**src/rtl/tile_renderer_if.sv**
```systemverilog
// ---------------------------------------------------------------------------
// tile_renderer_if
//
// Bundles every tile_renderer signal except clock and reset.
//
//   Pixel input  : in_valid, x[9:0], y[9:0], hs_in, vs_in
//   Sprite input : pac_dir[2:0], waka
//   Map port     : map_addr[10:0] (renderer -> RAM),
//                  map_data[3:0]  (RAM -> renderer, one clock after map_addr)
//   Colour output: red/green/blue[7:0], out_valid, hs_out, vs_out
//
// The "master" side is the surrounding system: the raster counters, the
// sprite controls and the tile-map RAM read port. The "slave" side is the
// renderer itself.
// ---------------------------------------------------------------------------
interface tile_renderer_if;
    logic        in_valid;
    logic [9:0]  x;
    logic [9:0]  y;
    logic        hs_in;
    logic        vs_in;
    logic [2:0]  pac_dir;
    logic        waka;
    logic [10:0] map_addr;
    logic [3:0]  map_data;
    logic [7:0]  red;
    logic [7:0]  green;
    logic [7:0]  blue;
    logic        out_valid;
    logic        hs_out;
    logic        vs_out;

    modport master (
        output in_valid, x, y, hs_in, vs_in, pac_dir, waka, map_data,
        input  map_addr, red, green, blue, out_valid, hs_out, vs_out
    );

    modport slave (
        input  in_valid, x, y, hs_in, vs_in, pac_dir, waka, map_data,
        output map_addr, red, green, blue, out_valid, hs_out, vs_out
    );
endinterface

```
**src/rtl/tile_renderer.sv**
```systemverilog
// ---------------------------------------------------------------------------
// tile_renderer
//
// Three-stage pixel pipeline between the raster counters / tile-map RAM and
// the VGA driver. One pixel per clock, no stalls.
//
//   S1: register the coordinate and syncs, decide whether the pixel is in
//       the active area and issue the tile-map read address.
//   S2: the tile code returns from the synchronous-read map RAM; the colour
//       is decoded combinationally from the code and the pixel's position
//       inside its 16x16 tile (4x4 sprite cells of 4x4 pixels each).
//   S3: the colour, out_valid and the syncs are registered together.
//
// The pac-man bitmap is chosen once per frame, on the active pixel (0,0),
// and then held so that the sprite cannot change shape halfway down the
// screen.
//
// Ports:
//   clk   : pixel clock (VGA_CLK domain)
//   reset : asynchronous, active-high; outputs go black, syncs inactive (1)
//   bus   : tile_renderer_if.slave (pixel in, map port, colour out)
// ---------------------------------------------------------------------------
module tile_renderer #(
    parameter int MAP_W    = 40,
    parameter int MAP_H    = 30,
    parameter int H_ACTIVE = 640,
    parameter int V_ACTIVE = 480
) (
    input  logic            clk,
    input  logic            reset,
    tile_renderer_if.slave  bus
);

    localparam logic [9:0]  H_LIM      = 10'(H_ACTIVE);
    localparam logic [9:0]  V_LIM      = 10'(V_ACTIVE);
    localparam logic [10:0] ROW_STRIDE = 11'(MAP_W);
    localparam logic [10:0] MAP_SIZE   = 11'(MAP_W * MAP_H);

    // 4x4 sprite bitmaps; bit p is sprite cell p = col + 4*row.
    localparam logic [15:0] BM_IDLE    = 16'h6FF6;
    localparam logic [15:0] BM_RIGHT   = 16'h6776;
    localparam logic [15:0] BM_LEFT    = 16'h6EE6;
    localparam logic [15:0] BM_UP      = 16'h6FF0;
    localparam logic [15:0] BM_DOWN    = 16'h0FF6;
    localparam logic [15:0] SUPER_DOT  = 16'h0660;
    localparam logic [15:0] GHOST_BODY = 16'hDFF6;
    localparam logic [15:0] GHOST_EYE  = 16'h0060;

    typedef enum logic [2:0] {
        SPR_IDLE,
        SPR_RIGHT,
        SPR_LEFT,
        SPR_UP,
        SPR_DOWN
    } spr_sel_t;

    typedef struct packed {
        logic [7:0] r;
        logic [7:0] g;
        logic [7:0] b;
    } rgb_t;

    localparam rgb_t C_BLACK  = 24'h000000;
    localparam rgb_t C_WHITE  = 24'hFFFFFF;
    localparam rgb_t C_WALL   = 24'h0000FA;
    localparam rgb_t C_YELLOW = 24'hFFFF00;
    localparam rgb_t C_ORANGE = 24'hFF8000;
    localparam rgb_t C_CYAN   = 24'h00FFFF;
    localparam rgb_t C_RED    = 24'hFF0000;
    localparam rgb_t C_PINK   = 24'hFFBEC8;

    // ------------------------------------------------------------------
    // S1 combinational: active test, map address, frame-start sprite pick
    // ------------------------------------------------------------------
    logic        act_in;
    logic        frame_start;
    logic [10:0] addr_next;
    spr_sel_t    spr_next;

    always_comb begin
        act_in      = bus.in_valid && (bus.x < H_LIM) && (bus.y < V_LIM);
        frame_start = act_in && (bus.x == 10'd0) && (bus.y == 10'd0);
        // Tile row/column are the coordinate divided by the 16-pixel tile.
        addr_next   = {5'd0, bus.y[9:4]} * ROW_STRIDE + {5'd0, bus.x[9:4]};
    end

    // NOTE: every signal assigned in an always_comb gets a default on the
    // first line, so no path through the case statements can leave it
    // unassigned and infer a latch.
    always_comb begin
        spr_next = SPR_IDLE;
        if (!bus.waka) begin
            unique case (bus.pac_dir)
                3'd1:    spr_next = SPR_RIGHT;
                3'd2:    spr_next = SPR_LEFT;
                3'd3:    spr_next = SPR_UP;
                3'd4:    spr_next = SPR_DOWN;
                default: spr_next = SPR_IDLE;
            endcase
        end
    end

    // ------------------------------------------------------------------
    // S1 registers
    // ------------------------------------------------------------------
    // Only the position inside the tile is needed after address generation.
    logic [3:0] xm1;
    logic [3:0] ym1;
    logic       act1;
    logic       hs1;
    logic       vs1;
    spr_sel_t   spr_sel;   // frame-latched pac-man bitmap selection
    spr_sel_t   sel1;      // selection travelling with this pixel

    // NOTE: state is written with non-blocking assignments only, and the
    // reset is in the sensitivity list so it acts without waiting for a
    // clock edge.
    always_ff @(posedge clk or posedge reset) begin
        if (reset) begin
            xm1          <= '0;
            ym1          <= '0;
            act1         <= 1'b0;
            hs1          <= 1'b1;
            vs1          <= 1'b1;
            bus.map_addr <= '0;
            spr_sel      <= SPR_IDLE;
            sel1         <= SPR_IDLE;
        end else begin
            xm1          <= bus.x[3:0];
            ym1          <= bus.y[3:0];
            act1         <= act_in;
            hs1          <= bus.hs_in;
            vs1          <= bus.vs_in;
            bus.map_addr <= (act_in && (addr_next < MAP_SIZE)) ? addr_next : '0;
            if (frame_start) begin
                spr_sel <= spr_next;
            end
            // Pixel (0,0) already uses the selection it latches; the
            // pixels still in flight from the previous frame keep theirs.
            sel1 <= frame_start ? spr_next : spr_sel;
        end
    end

    // ------------------------------------------------------------------
    // S2 registers: aligned with map_data returning from the RAM
    // ------------------------------------------------------------------
    logic [3:0] xm2;
    logic [3:0] ym2;
    logic       act2;
    logic       hs2;
    logic       vs2;
    spr_sel_t   sel2;

    always_ff @(posedge clk or posedge reset) begin
        if (reset) begin
            xm2  <= '0;
            ym2  <= '0;
            act2 <= 1'b0;
            hs2  <= 1'b1;
            vs2  <= 1'b1;
            sel2 <= SPR_IDLE;
        end else begin
            xm2  <= xm1;
            ym2  <= ym1;
            act2 <= act1;
            hs2  <= hs1;
            vs2  <= vs1;
            sel2 <= sel1;
        end
    end

    // ------------------------------------------------------------------
    // S2 combinational: colour decode
    // ------------------------------------------------------------------
    logic [3:0]  pos;        // sprite cell 0..15 inside the tile
    logic [15:0] pac_bm;
    logic        on_border;
    logic        in_dot;
    rgb_t        rgb_next;

    always_comb begin
        // Each sprite cell covers 4x4 pixels: cell = col + 4*row.
        pos       = {ym2[3:2], xm2[3:2]};
        // Wall border is the outer two pixels: x%16 in {0,1,14,15}.
        on_border = (xm2[3:1] == 3'b000) || (xm2[3:1] == 3'b111) ||
                    (ym2[3:1] == 3'b000) || (ym2[3:1] == 3'b111);
        in_dot    = (xm2 >= 4'd6) && (xm2 <= 4'd9) &&
                    (ym2 >= 4'd6) && (ym2 <= 4'd9);
    end

    always_comb begin
        pac_bm = BM_IDLE;
        unique case (sel2)
            SPR_RIGHT: pac_bm = BM_RIGHT;
            SPR_LEFT:  pac_bm = BM_LEFT;
            SPR_UP:    pac_bm = BM_UP;
            SPR_DOWN:  pac_bm = BM_DOWN;
            default:   pac_bm = BM_IDLE;
        endcase
    end

    always_comb begin
        rgb_next = C_BLACK;
        if (act2) begin
            unique case (bus.map_data)
                4'd1: if (on_border)         rgb_next = C_WALL;
                4'd2: if (in_dot)            rgb_next = C_WHITE;
                4'd3: if (SUPER_DOT[pos])    rgb_next = C_WHITE;
                4'd4: if (pac_bm[pos])       rgb_next = C_YELLOW;
                4'd5, 4'd6, 4'd7, 4'd8: begin
                    if (GHOST_EYE[pos]) begin
                        rgb_next = C_WHITE;
                    end else if (GHOST_BODY[pos]) begin
                        unique case (bus.map_data)
                            4'd5:    rgb_next = C_ORANGE;
                            4'd6:    rgb_next = C_CYAN;
                            4'd7:    rgb_next = C_RED;
                            default: rgb_next = C_PINK;
                        endcase
                    end
                end
                default: rgb_next = C_BLACK;
            endcase
        end
    end

    // ------------------------------------------------------------------
    // S3 registers: colour with its syncs
    // ------------------------------------------------------------------
    always_ff @(posedge clk or posedge reset) begin
        if (reset) begin
            bus.red       <= '0;
            bus.green     <= '0;
            bus.blue      <= '0;
            bus.out_valid <= 1'b0;
            bus.hs_out    <= 1'b1;
            bus.vs_out    <= 1'b1;
        end else begin
            bus.red       <= rgb_next.r;
            bus.green     <= rgb_next.g;
            bus.blue      <= rgb_next.b;
            bus.out_valid <= act2;
            bus.hs_out    <= hs2;
            bus.vs_out    <= vs2;
        end
    end

endmodule

```
**src/flat_wrapper.sv**
```systemverilog
// flat-port wrapper written by rule: the top's interface ports become plain ports
module tile_renderer_flat 
#(
    parameter int MAP_W    = 40,
    parameter int MAP_H    = 30,
    parameter int H_ACTIVE = 640,
    parameter int V_ACTIVE = 480
)
  (clk, reset, bus_in_valid, bus_x, bus_y, bus_hs_in, bus_vs_in, bus_pac_dir, bus_waka, bus_map_data, bus_map_addr, bus_red, bus_green, bus_blue, bus_out_valid, bus_hs_out, bus_vs_out);
  tile_renderer_if bus_i ();
  input  logic clk;
  input  logic reset;
  input wire logic [$bits(bus_i.in_valid)-1:0] bus_in_valid;
  input wire logic [$bits(bus_i.x)-1:0] bus_x;
  input wire logic [$bits(bus_i.y)-1:0] bus_y;
  input wire logic [$bits(bus_i.hs_in)-1:0] bus_hs_in;
  input wire logic [$bits(bus_i.vs_in)-1:0] bus_vs_in;
  input wire logic [$bits(bus_i.pac_dir)-1:0] bus_pac_dir;
  input wire logic [$bits(bus_i.waka)-1:0] bus_waka;
  input wire logic [$bits(bus_i.map_data)-1:0] bus_map_data;
  output wire logic [$bits(bus_i.map_addr)-1:0] bus_map_addr;
  output wire logic [$bits(bus_i.red)-1:0] bus_red;
  output wire logic [$bits(bus_i.green)-1:0] bus_green;
  output wire logic [$bits(bus_i.blue)-1:0] bus_blue;
  output wire logic [$bits(bus_i.out_valid)-1:0] bus_out_valid;
  output wire logic [$bits(bus_i.hs_out)-1:0] bus_hs_out;
  output wire logic [$bits(bus_i.vs_out)-1:0] bus_vs_out;
  assign bus_i.in_valid = bus_in_valid;
  assign bus_i.x = bus_x;
  assign bus_i.y = bus_y;
  assign bus_i.hs_in = bus_hs_in;
  assign bus_i.vs_in = bus_vs_in;
  assign bus_i.pac_dir = bus_pac_dir;
  assign bus_i.waka = bus_waka;
  assign bus_i.map_data = bus_map_data;
  assign bus_map_addr = bus_i.map_addr;
  assign bus_red = bus_i.red;
  assign bus_green = bus_i.green;
  assign bus_blue = bus_i.blue;
  assign bus_out_valid = bus_i.out_valid;
  assign bus_hs_out = bus_i.hs_out;
  assign bus_vs_out = bus_i.vs_out;
  tile_renderer #(.MAP_W(MAP_W), .MAP_H(MAP_H), .H_ACTIVE(H_ACTIVE), .V_ACTIVE(V_ACTIVE)) u_core (.clk(clk), .reset(reset), .bus(bus_i));
endmodule
```
**config.mk**
```make
export PLATFORM = sky130hd
export DESIGN_NAME = tile_renderer_flat
export DESIGN_NICKNAME = d
export VERILOG_FILES = /design/src/rtl/tile_renderer_if.sv /design/src/rtl/tile_renderer.sv /design/src/flat_wrapper.sv
export SDC_FILE = /design/constraint.sdc
export NUM_CORES = 1
export LEC_CHECK = 0
export ABC_CLOCK_PERIOD_IN_PS = 5200
export BUFFER_PORTS_ARGS = -buffer_cell sky130_fd_sc_hd__buf_4
export CORE_MARGIN = 5
export CORE_UTILIZATION = 25
export DETAILED_ROUTE_END_ITERATION = 6
export GPL_TIMING_DRIVEN = 0
export HOLD_SLACK_MARGIN = 0.05
export PLACE_DENSITY = 0.46
export SLEW_MARGIN = 10
export SYNTH_ARGS = -nofsm -noshare
export SYNTH_HDL_FRONTEND = slang
export SYNTH_SLANG_ARGS = --single-unit
```
**constraint.sdc**
```tcl
create_clock -name clk -period 5.2 [get_ports clk]
set_input_delay 0.26 -clock clk [delete_from_list [all_inputs] [get_ports clk]]
set_output_delay 0.26 -clock clk [all_outputs]
set_load 0.1 [all_outputs]
```
After elaboration in Yosys (flattened, before gate mapping)

Memory sizes are Yosys's and may differ from the RTL's.
Index checks and enable logic that the tools add are counted.

Bits in read-only memories: 48
Memories kept: 3
Bits in writable memories: 0
Bits of input ports: 33
Flip-flop bits (word level): 66
Bits in latches: 0

Memory list:

| memory          | words | width | read ports | clocked after memory_dff | write ports | line                 | RTL |
|---|---|---|---|---|---|---|---|
| (no name shown) | 16    | 1     | 1          | 0                        | 0           | tile_renderer.sv:211 | `if (GHOST_EYE[pos]) begin` |
| (no name shown) | 16    | 1     | 1          | 0                        | 0           | tile_renderer.sv:213 | `end else if (GHOST_BODY[pos]) begin` |
| (no name shown) | 16    | 1     | 1          | 0                        | 0           | tile_renderer.sv:208 | `4'd3: if (SUPER_DOT[pos]) rgb_next = C_WHITE;` |

Equal/unequal tests: 18
Reduce and logical (&&, ||, !) cells: 16
Muxes and demuxes: 18
Shift-type cells: 0
Divide/modulo/power cells: 0
Bitwise operators: 0
Add/subtract/negate cells: 1
Multipliers: 1
Order comparisons: 8

Operator list:

| cell                                                                                | count |
|---|---|
| 24-bit two-way mux                                                                  | 6 |
| 24-bit one-hot mux with 5 select lines                                              | 1 |
| 24-bit one-hot mux with 3 select lines                                              | 1 |
| 15-bit one-hot mux with 4 select lines                                              | 1 |
| 10-bit logical NOT                                                                  | 2 |
| 4-bit by 3-bit equality test with 1-bit output, second input constant               | 4 |
| 3-bit by 2-bit equality test with 1-bit output, second input constant               | 4 |
| 3-bit equality test, second input constant                                          | 4 |
| 3-bit one-hot mux with 4 select lines                                               | 1 |
| 11-bit by 6-bit adder with 11-bit output                                            | 1 |
| 11-bit < comparator, second input constant                                          | 1 |
| 11-bit two-way mux                                                                  | 1 |
| 10-bit < comparator, second input constant                                          | 1 |
| 10-bit by 9-bit < comparator with 1-bit output, second input constant               | 1 |
| 4-bit by 2-bit equality test with 1-bit output, second input constant               | 2 |
| 4-bit by 3-bit greater-or-equal comparator with 1-bit output, second input constant | 2 |
| 4-bit less-or-equal comparator, second input constant                               | 2 |
| 1-bit logical AND                                                                   | 8 |
| 6-bit by 3-bit multiplier with 8-bit output, second input constant                  | 1 |
| 8-bit two-way mux                                                                   | 1 |
| 3-bit by 1-bit equality test with 1-bit output, second input constant               | 2 |
| 3-bit logical NOT                                                                   | 2 |
| 4-bit by 5-bit < comparator with 1-bit output, second input constant                | 1 |
| 1-bit binary-select mux with 4-bit select                                           | 1 |
| other kinds (6)                                                                     | 11 |

Depth between registers and ports, before layout

Word-level depth: 7
Depth in mapped cells: 10
Depth with buffers taken out: 10

Worst setup path before layout

OpenSTA, ideal clock, no wires.

Kind: input-to-reg
Start point: input port bus_y[5]
End point: register u_core.bus.map_addr[6]
Data arrival time: 2278 ps
Path buffers: 0
Data required time: 5066 ps
Slack: 2789 ps
Cell stages on the path: 10
Setup time: 134 ps
Cells stage by stage: ha_1 ha_1 inv_1 fa_1 xnor2_1 and2_1 nor4b_4 xnor2_1 a22oi_2 nor2_1

Word-level cells in the longest chain between the ends: 5

Ends and longest elaborated chain:

| element                                     | line                   | RTL |
|---|---|---|
| from (decl)                                 | flat_wrapper.sv:15     | `input wire logic [$bits(bus_i.y)-1:0] bus_y;` |
| 6-bit by 3-bit multiplier with 8-bit output | tile_renderer.sv:84    | `addr_next = {5'd0, bus.y[9:4]} * ROW_STRIDE + {5'd0, bus.x[9:4]};` |
| 11-bit by 6-bit adder with 11-bit output    | tile_renderer.sv:84    |  |
| 11-bit < comparator                         | tile_renderer.sv:134   | `bus.map_addr <= (act_in && (addr_next < MAP_SIZE)) ? addr_next : '0;` |
| 1-bit logical AND                           | tile_renderer.sv:134   |  |
| 11-bit two-way mux *                        | tile_renderer.sv:134   |  |
| to (signal assigned)                        | tile_renderer.sv:134   |  |
| to (decl)                                   | tile_renderer_if.sv:40 | `output map_addr, red, green, blue, out_valid, hs_out, vs_out` |

Every way passes the cells marked *; elsewhere a longest branch is shown, timed or not.
A chain may end at the register's enable or synchronous reset.

Final worst setup path

Start point: input port bus_y[5]
End point: register u_core.bus.map_addr[3]

Word-level cells in the longest chain between the ends: 5

Ends and longest elaborated chain:

| element                                     | line |
|---|---|
| 6-bit by 3-bit multiplier with 8-bit output | tile_renderer.sv:84 |
| 11-bit by 6-bit adder with 11-bit output    | tile_renderer.sv:84 |
| 11-bit < comparator                         | tile_renderer.sv:134 |
| 1-bit logical AND *                         | tile_renderer.sv:134 |
| 11-bit two-way mux *                        | tile_renderer.sv:134 |

Marked as above.

==> results.cfg <==
[floorplanning]
num_rows = 36
die_width_microns = 109
dieHeight_microns = 109
ios = 71
core_area_sq_um = 9640
dieArea_sq_um = 11800
start_util = 0.253

[placed_design]
numPortBuffers = 70
globalplace.congestion = 0.783
placed_cell_area_sq_um = 3150
dpl.hpwl_mm = 4.33

[layout]
seq_area_sq_um = 1180
drive_gt1_frac = 0.366
num_antenna_cells = 0
layout_commonest_cell = buf_4
fillerInstances = 1014
finalNetCount = 357
final_cell_mix = 87 x buf_4, 41 x dfrtp_1, 20 x a21oi_1, 16 x nor2_1, 14 x ha_1
finalCoreUtilization = 0.339
multi_input_area_sq_um = 1070
fin_area_sq_um = 3270
areaGrowthSynthToFinish_pct = 33.9

[worst_setup_path]
worst_setup_path_start_kind = input pin
cp_max_fo = 9
path_cells = buf_4 > ha_1 > ha_1 > inv_1 > fa_1 > xnor2_1 > and2_1 > nor4b_4 > xnor2_1 > a22oi_2 > nor2b_1
cp.arrival_ps = 2720
path_class = input pin to flop
crit_path_end = u_core.bus.map_addr[3]
endpoint_kind = flop
regToRegStartpoint = u_core.xm2[2]
required_ps = 5370
worst-path-buf-inv = 2
ff2ff_path_depth = 8
reg2reg_slack_ps = 3030
cp.depth = 11
critPathSlowestCell = fa_1
crit_family = adder cells
reg2reg_to = u_core.bus.blue[5]
crit_path_start = bus_y[5]
critical_path.max_stage_delay_ps = 390

[synth]
synth_seq_cells = 47
avgSynthCellArea_sq_um = 10.7
synth_cell_type_count = 47
synth_edf_count = 0
async_flop_share = 1.00
syn_inst = 228
synth_top_area_frac = 0.421
synth_nets = 277
netlist_top_cells_area = dfrtp_1 42%, ha_1 7.2%, dfstp_2 6.5%
syn_area_sq_um = 2440
yosysWarnings = 0
yosys.area.top_type = dfrtp_1
ys_seq_area_frac = 0.485
synthFlopType = dfrtp_1

[power_and_ir_drop]
pwr-share-clk = 0.271
switchingPower_w = 0.000288
ir_worst_vdd_mv = 0.0924
power.leakage_nw = 1.58
combPwrFrac = 0.271
seq_power_share = 0.458
p_int_w = 0.000561
p_total_w = 0.000849
switching_share = 0.339
powerDensity_nw_per_um2 = 260

[timing]
setup_viol = 0
worst_hold_slack_ps = 71.8
setup_tns_ps = 0
rsz0062_at_grt = no
report.final.slew_viol_count = 0
min_period_ps = 2540
relSlewSlack = 0.607
tightest_slew_ps = 583
fin_crit_sh = 0.489
max_freq_mhz = 393
hold_viol_final = 0
skew_ps = 11.7

[clocking]
path_clk_slew_ps = 90
numCtsBuffers = 5
htree_levels = 2
insertion_delay_ps = 300
clockBufferDepth = 2
cts_root_buf = clkbuf_8
cts_setup_buffers = 0
cts_tree = yes
cts_num_sinks = 47

[global_routing]
grt_pass1_wl_mm = 8.99
track_usage = 0.0949
grt_max_degree = 34
gr-total-overflow = 0
grt_pass1_vias = 1859
antenna_found_initial = 0

[job]
maxCapViolCount = 0

[routing]
viasPerCell = 4.17
dr.pass1.iters = 4
drc = 0
vias = 1841
ant_nets = 0
wl_mm = 5.29
wl_per_cell_microns = 12.0
drtIter0Drc = 82

[min_path]
hold_path_class = input pin to flop

[status]
status = finished, final reports clean
layout make-up:
cell class	instances	share of cell area
inverters	13	0.0149
repair buffers	73	0.173
well taps	133	0.0509
clock inverters	3	0.00804
plain buffers	19	0.0417
clock buffers	5	0.0211
multi-input cells	149	0.328
flip-flops and latches	47	0.362
flip-flops by register name, indices dropped and copies added, names as in the netlist, 3 cells and up:
register and cells:
u_core.spr_sel 3, u_core.xm2 4, u_core.bus.green 3, u_core.xm1 4
u_core.ym1 3, u_core.sel2 3, u_core.ym2 3, u_core.bus.blue 3
u_core.bus.map_addr 11
how the worst min path moves through the flow:
stage	start	to	slack [ps]	cells past startpoint
after floorplan	bus_hs_in	u_core.hs1	260	0
after global placement	u_core.xm1[0]	u_core.xm2[0]	330	0
after detailed placement	reset	u_core.bus.map_addr[2]	250	2
after CTS	bus_x[1]	u_core.xm1[1]	60	1
after global routing	bus_x[1]	u_core.xm1[1]	50	1
final	bus_x[1]	u_core.xm1[1]	70	1
through the flow:
step / worst slack (ps) / cells
finish: 2660 / 442
global route: 2420 / 442
CTS: 2630 / 442
detailed placement: 2310 / 432
global placement: 2290 / 431
floorplan: 2790 / 228
Yosys cell counts (3+ instances only):
| cell | count |
|---|---|
| a21oi_1 | 20 |
| xnor2_1 | 5 |
| inv_1 | 13 |
| xor2_1 | 4 |
| buf_4 | 17 |
| nand2_1 | 4 |
| nor3b_1 | 3 |
| a21o_1 | 3 |
| ha_1 | 14 |
| nor2b_1 | 9 |
| nor2_1 | 16 |
| dfrtp_1 | 41 |
| nand2b_1 | 5 |
| nand3_1 | 6 |
| nor3_1 | 6 |
| a211oi_1 | 3 |
| o21ai_0 | 9 |
| and3_1 | 3 |
| and2_1 | 3 |
| dfstp_2 | 6 |
layer usage:
metal,wire length (microns),GRT usage,vias to the layer above,part of all wire
met2,2140,0.135,62,0.40
li1,-,-,945,-
met5,0,0,-,0
met1,2700,0.143,829,0.51
met3,378,0.0219,5,0.071
met4,69,0.0271,0,0.013
worst register-to-register path, cell delays in order (launching register included):
cell and delay, ps:
dfrtp_1 490, inv_1 110, ha_1 330, nor3b_1 430, nand2_1 100, a21oi_1 190, a22oi_1 120, a21oi_1 240
a41o_1 120
what timing repair did:
item | in CTS | in global routing
hold buffers | 2 | 0
setup endpoints to repair | 0 | 0
resized for setup | 0 | 0
hold endpoints to repair | 9 | 0
cell families (layout without fill, tap and decap cells):
kind of cell / count (synthesis) / count (layout) / synth area share
xor gates and xnor gates: 9 / 9 / 0.0323
AOI/OAI and AO/OA: 49 / 49 / 0.126
adders and majority gates: 16 / 16 / 0.0882
and+or+nand+nor: 74 / 74 / 0.186
muxes: 1 / 1 / 0.00615
DFF: 47 / 47 / 0.485
buffers and inverters: 32 / 113 / 0.0759
power groups by stage:
stage                     Sequential (W)  Clock [W]  Combinational (W)
after floorplan                 0.000450          0           0.000110
after global placement          0.000396          0           0.000228
after detailed placement        0.000396          0           0.000230
after CTS                       0.000389   0.000244           0.000232
after global routing            0.000391   0.000254           0.000252
final                           0.000389   0.000230           0.000230
No activity file was read; power rests on OpenSTA's default activity.
